### src/rtl/seq_detector_pkg.sv
// seq_detector_pkg: shared state encoding and pattern constant for the 1101 detector
package seq_detector_pkg;
    typedef enum logic [2:0] {
        IDLE = 3'd0,
        S1   = 3'd1,
        S11  = 3'd2,
        S110 = 3'd3,
        DET  = 3'd4
    } state_t;
    localparam logic [3:0] PATTERN = 4'b1101;
endpackage

### src/rtl/seq_detector_1101.sv
// seq_detector_1101: Moore FSM flagging each completed 1-1-0-1 serial sequence
// clk : rising-edge clock
// rst : asynchronous active-low reset, forces IDLE and out=0
// in  : serial data bit, sampled each rising edge
// out : one-cycle detection flag, decoded from state only
module seq_detector_1101
    import seq_detector_pkg::*;
#(
    parameter int OVERLAP = 1
) (
    input  logic clk,
    input  logic rst,
    input  logic in,
    output logic out
);
    state_t state, state_nxt;
    always_ff @(posedge clk or negedge rst) begin
        if (!rst) state <= IDLE;
        else      state <= state_nxt;
    end
    always_comb begin
        state_nxt = IDLE;
        case (state)
            IDLE:    state_nxt = in ? S1  : IDLE;
            S1:      state_nxt = in ? S11 : IDLE;
            S11:     state_nxt = in ? S11 : S110;
            S110:    state_nxt = in ? DET : IDLE;
            // with overlap the trailing 1 plus the new 1 already form "11"
            DET:     state_nxt = in ? ((OVERLAP != 0) ? S11 : S1) : IDLE;
            default: state_nxt = IDLE;
        endcase
    end
    assign out = (state == DET);
endmodule

### config.mk
export PLATFORM = sky130hd
export DESIGN_NAME = seq_detector_1101
export DESIGN_NICKNAME = d
export VERILOG_FILES = /design/src/rtl/seq_detector_pkg.sv /design/src/rtl/seq_detector_1101.sv
export SDC_FILE = /design/constraint.sdc
export NUM_CORES = 1
export LEC_CHECK = 0
export CORE_AREA = 10 10 47 49
export CTS_BUF_LIST = sky130_fd_sc_hd__clkbuf_4 sky130_fd_sc_hd__clkbuf_8
export CTS_CLUSTER_SIZE = 10
export DETAILED_ROUTE_END_ITERATION = 8
export DIE_AREA = 0 0 57 59
export PLACE_DENSITY = 0.37
export SYNTH_ARGS = -nofsm -noshare
export SYNTH_HDL_FRONTEND = slang
export SYNTH_SLANG_ARGS = --single-unit
### constraint.sdc
create_clock -name clk -period 1.03 [get_ports clk]
set_input_delay 0.206 -clock clk [delete_from_list [all_inputs] [get_ports clk]]
set_output_delay 0.206 -clock clk [all_outputs]
set_load 0.005 [all_outputs]
* Word-level counts from Yosys, hierarchy flattened
Cells that the tools add are included.
** Word-level totals
- Flip-flop bits (word level) :: 3
- Output and inout port bits :: 1
- Word-level logic and storage cells :: 12
** Operators by class
- Equality and inequality tests :: 4
- Multiplexer cells :: 5
- Reduce and logical (&&, ||, !) cells :: 2
** Operators by type and width (count)
- one-hot mux 3 bit (4 select lines) :: 1
- equality test 3 x 2 -> 1 bit, second input constant :: 2
- equality test 3 x 1 -> 1 bit, second input constant :: 1
- equality test 3 bit, second input constant :: 1
- zero test 3 bit :: 1
- 2-to-1 mux 3 bit :: 1
- 2-to-1 mux 1 bit :: 2
- 2-to-1 mux 2 bit :: 1
- OR reduction 2 bit :: 1

* Logic depth before layout (Yosys ltp)
- Depth in word-level cells :: 3
- Depth in mapped cells :: 2

* Worst setup path before layout
No wires, ideal clock.
- Path kind :: register -> register
- From :: register state[1]
- To :: register state[1]
- Setup time :: 0.131 ns
- Arrival :: 0.910 ns
- Required time :: 0.899 ns
- Slack :: -0.012 ns
- Cell stages (with the launch flop) :: 3
- Buffers on the path :: 0
- Period minus slack after synthesis :: 1.042 ns
- Cell sequence :: dfrtp_1 -> and4bb_1 -> or3_1
** On the way
- Word-level cells in the longest chain between the ends :: 3
- Elaborated cells on any way between the ends :: 7
- Classes of those cells :: eq/ne (4); mux (1); reduce/logical (2)
** Ends and longest elaborated chain
- start, declared :: RTL line seq_detector_1101.sv:16 : state_t state, state_nxt;
- start signal, assigned :: RTL line seq_detector_1101.sv:19 : else state <= state_nxt;
- equality test 3 bit or equality test 3 x 1 -> 1 bit (tied branches) :: RTL line seq_detector_1101.sv:23 : case (state)
- OR reduction 2 bit (no source line)
- one-hot mux 3 bit (4 select lines) * :: RTL line seq_detector_1101.sv:23
- named net state_nxt[1] :: RTL line seq_detector_1101.sv:16
Mark *: on every way through the listed nets, which the timed path passes. The rest lies on a longest branch.

* Final worst setup path
Ends and elaborated chain as after synthesis.

==> impl_metrics.ini <==
[synthesis]
syn_nets = 14
synth_largest_area_cell = dfrtp_1
synth_warnings = 0
synth_top_area_share_pct = 51.3
seq_area_frac_synth_pct = 51.3
synthTopCellsByArea = dfrtp_1 (51%), nor3b_1 (10%), and4bb_1 (8.5%), and4bb_2 (8.5%), and4b_2 (7.7%)
syn_avg_cell_area_um2 = 13.3
ys_types = 8
ys_seq_elements = 3
syn-instance-count = 11
synthesis.area_um2 = 146

[power_and_ir_drop]
peakVddDrop_mv = 0.410
finalPower_mw = 0.639
power.density_nw_per_um2 = 2530
leakagePower_nw = 0.117

[timing]
tightest_slew_ns = 0.162
whs_ns = 0.153
fin_skew_ns = 0.00298
fin_crit_sh_pct = 113
setup_ws_ns = -0.134
hold_viol = 0
slew_headroom_pct = 89.1
fin_crit_ns = 1.16
setup_violations = 2
fmax_mhz = 859
slew_viol_final = 0
rsz0062_at_grt = true

[finish]
largest_register_ffs = 3
largest_registers = state (3)
most-common-layout-cells = clkbuf_4 (4), dfrtp_1 (3), clkdlybuf4s50_1 (2), buf_4 (2)
final_common_cell = clkbuf_4
final_area_um2 = 253
drive_above_1_share_pct = 52.4
final_util_pct = 18.0
top_register = state
antenna_cells = 0
syn_to_final_growth_pct = 72.6
finalNetCount = 25

[place]
portBuffers = 3
gp_congestion = 0.655
hpwl_um = 264
place_area_um2 = 219

[run]
drv_cap = 0

[route]
wl_per_cell_um = 10.3
via_per_inst = 3.46
dr.pass1.iters = 1
ant_nets = 0
vias = 128
drc = 0
routed_wl_um = 381
drt_iter0_drc = 0

[status]
outcome = complete, but fails checks
violations = setup timing

[clock_tree]
clockBufferDepth = 2
cts_tree = yes
clk_latency_ns = 0.23
h-tree-depth = 1
clkTransAtPathRegs_ns = 0.04
cts_inserted_buffers = 3
root_buffer = clkbuf_4
clkSinkCount = 3

[floorplan]
start_util_pct = 10.4
core_um2 = 1400
dieHeight_um = 59
die_width_um = 57
dieArea_um2 = 3360
ios = 4
rows = 14

[critical_path]
cp-start-kind = flop
cp_cell_sequence = buf_4, nor3b_1, or3_1
crit_fanout = 5
slowest_delay_ns = 0.39
crit_type = reg -> reg
worstPathRequired_ns = 1.14
end_kind = flop
worst_path_max_delay_cell = dfrtp_1
crit_arrival_ns = 1.27

[grt]
grt_max_degree = 6
grt_first_pass_wirelength_um = 586
groute.usage.overall_pct = 2.59
antenna_found_initial = 0
grt_pass1_vias = 140
grt-ovfl-total = 0

[worst_hold_path]
min_path_type = in -> async
[final cells by class]
type	instances	area (µm²)
tap	16	20.0
sequential	3	75.1
fill	174	1150
timing repair buffer	6	51.3
clock buffer	4	30.0
multi-input combinational	8	76.3
[per-stage QoR]
| step | TNS [ns] | cells | setup WS [ns] |
|---|---|---|---|
| after floorplan | 0 | 11 | 0.00438 |
| after global placement | -0.653 | 33 | -0.342 |
| after detailed placement | -0.704 | 33 | -0.353 |
| after CTS | -0.267 | 37 | -0.139 |
| after global routing | -0.343 | 37 | -0.180 |
| final | -0.261 | 37 | -0.134 |
[cells by family after synthesis]
group | share of synthesized area [%]
xor gates and xnor gates | 5.98
DFF | 51.3
and+or+nand+nor | 42.7
[synth_stat cells, drive strengths merged]
cell type and n:
and4bb 2, dfrtp 3, and4b 1, xnor2 1, or3 1, nor3 1
nor3b 2
[final timing paths]
| path | start | end | slack, ns | cells after the start |
|---|---|---|---|---|
| worst max register to register | state[1] | state[1] | -0.13 | 3 |
| worst min-delay path | rst | state[0] | 0.15 | 1 |
| worst min register to register | state[2] | state[0] | 0.55 | 2 |
| min in group clk | state[2] | state[0] | 0.55 | 2 |
| worst max-delay path | state[1] | state[1] | -0.13 | 3 |
| max in group asynchronous | rst | state[1] | 0.73 | 1 |
[worst max-delay path, delay by kind of cell (launching register included)]
family | cells | cell delay [ns]
AND/OR/NAND/NOR | 2 | 0.49
flip-flops | 1 | 0.39
buffers and inverters | 1 | 0.16
[routing by layer]
metal  vias up  track usage [%]  part of all wire (%)
met4         0             4.03                     0
met2         4             2.33                    40
li1         63                -                     -
met5         -                0                     0
met1        61             2.60                    50
met3         0             2.36                   9.7
[timing repair]
item / 4_1_cts / 5_1_grt
endpoints found under the setup margin: 2 / 2
resized for setup: 6 / 0
hold buffers: 0 / 0
buffers inserted: 0 / 0
pin swaps: 1 / 0
[power by group]
part | leakage, nW | switching [mW] | internal, mW
combinational | 0.0590 | 0.0753 | 0.132
clock | 0.0184 | 0.0674 | 0.172
sequential | 0.0391 | 0.0329 | 0.159
Note: power is estimated with default switching activity, not from simulation.
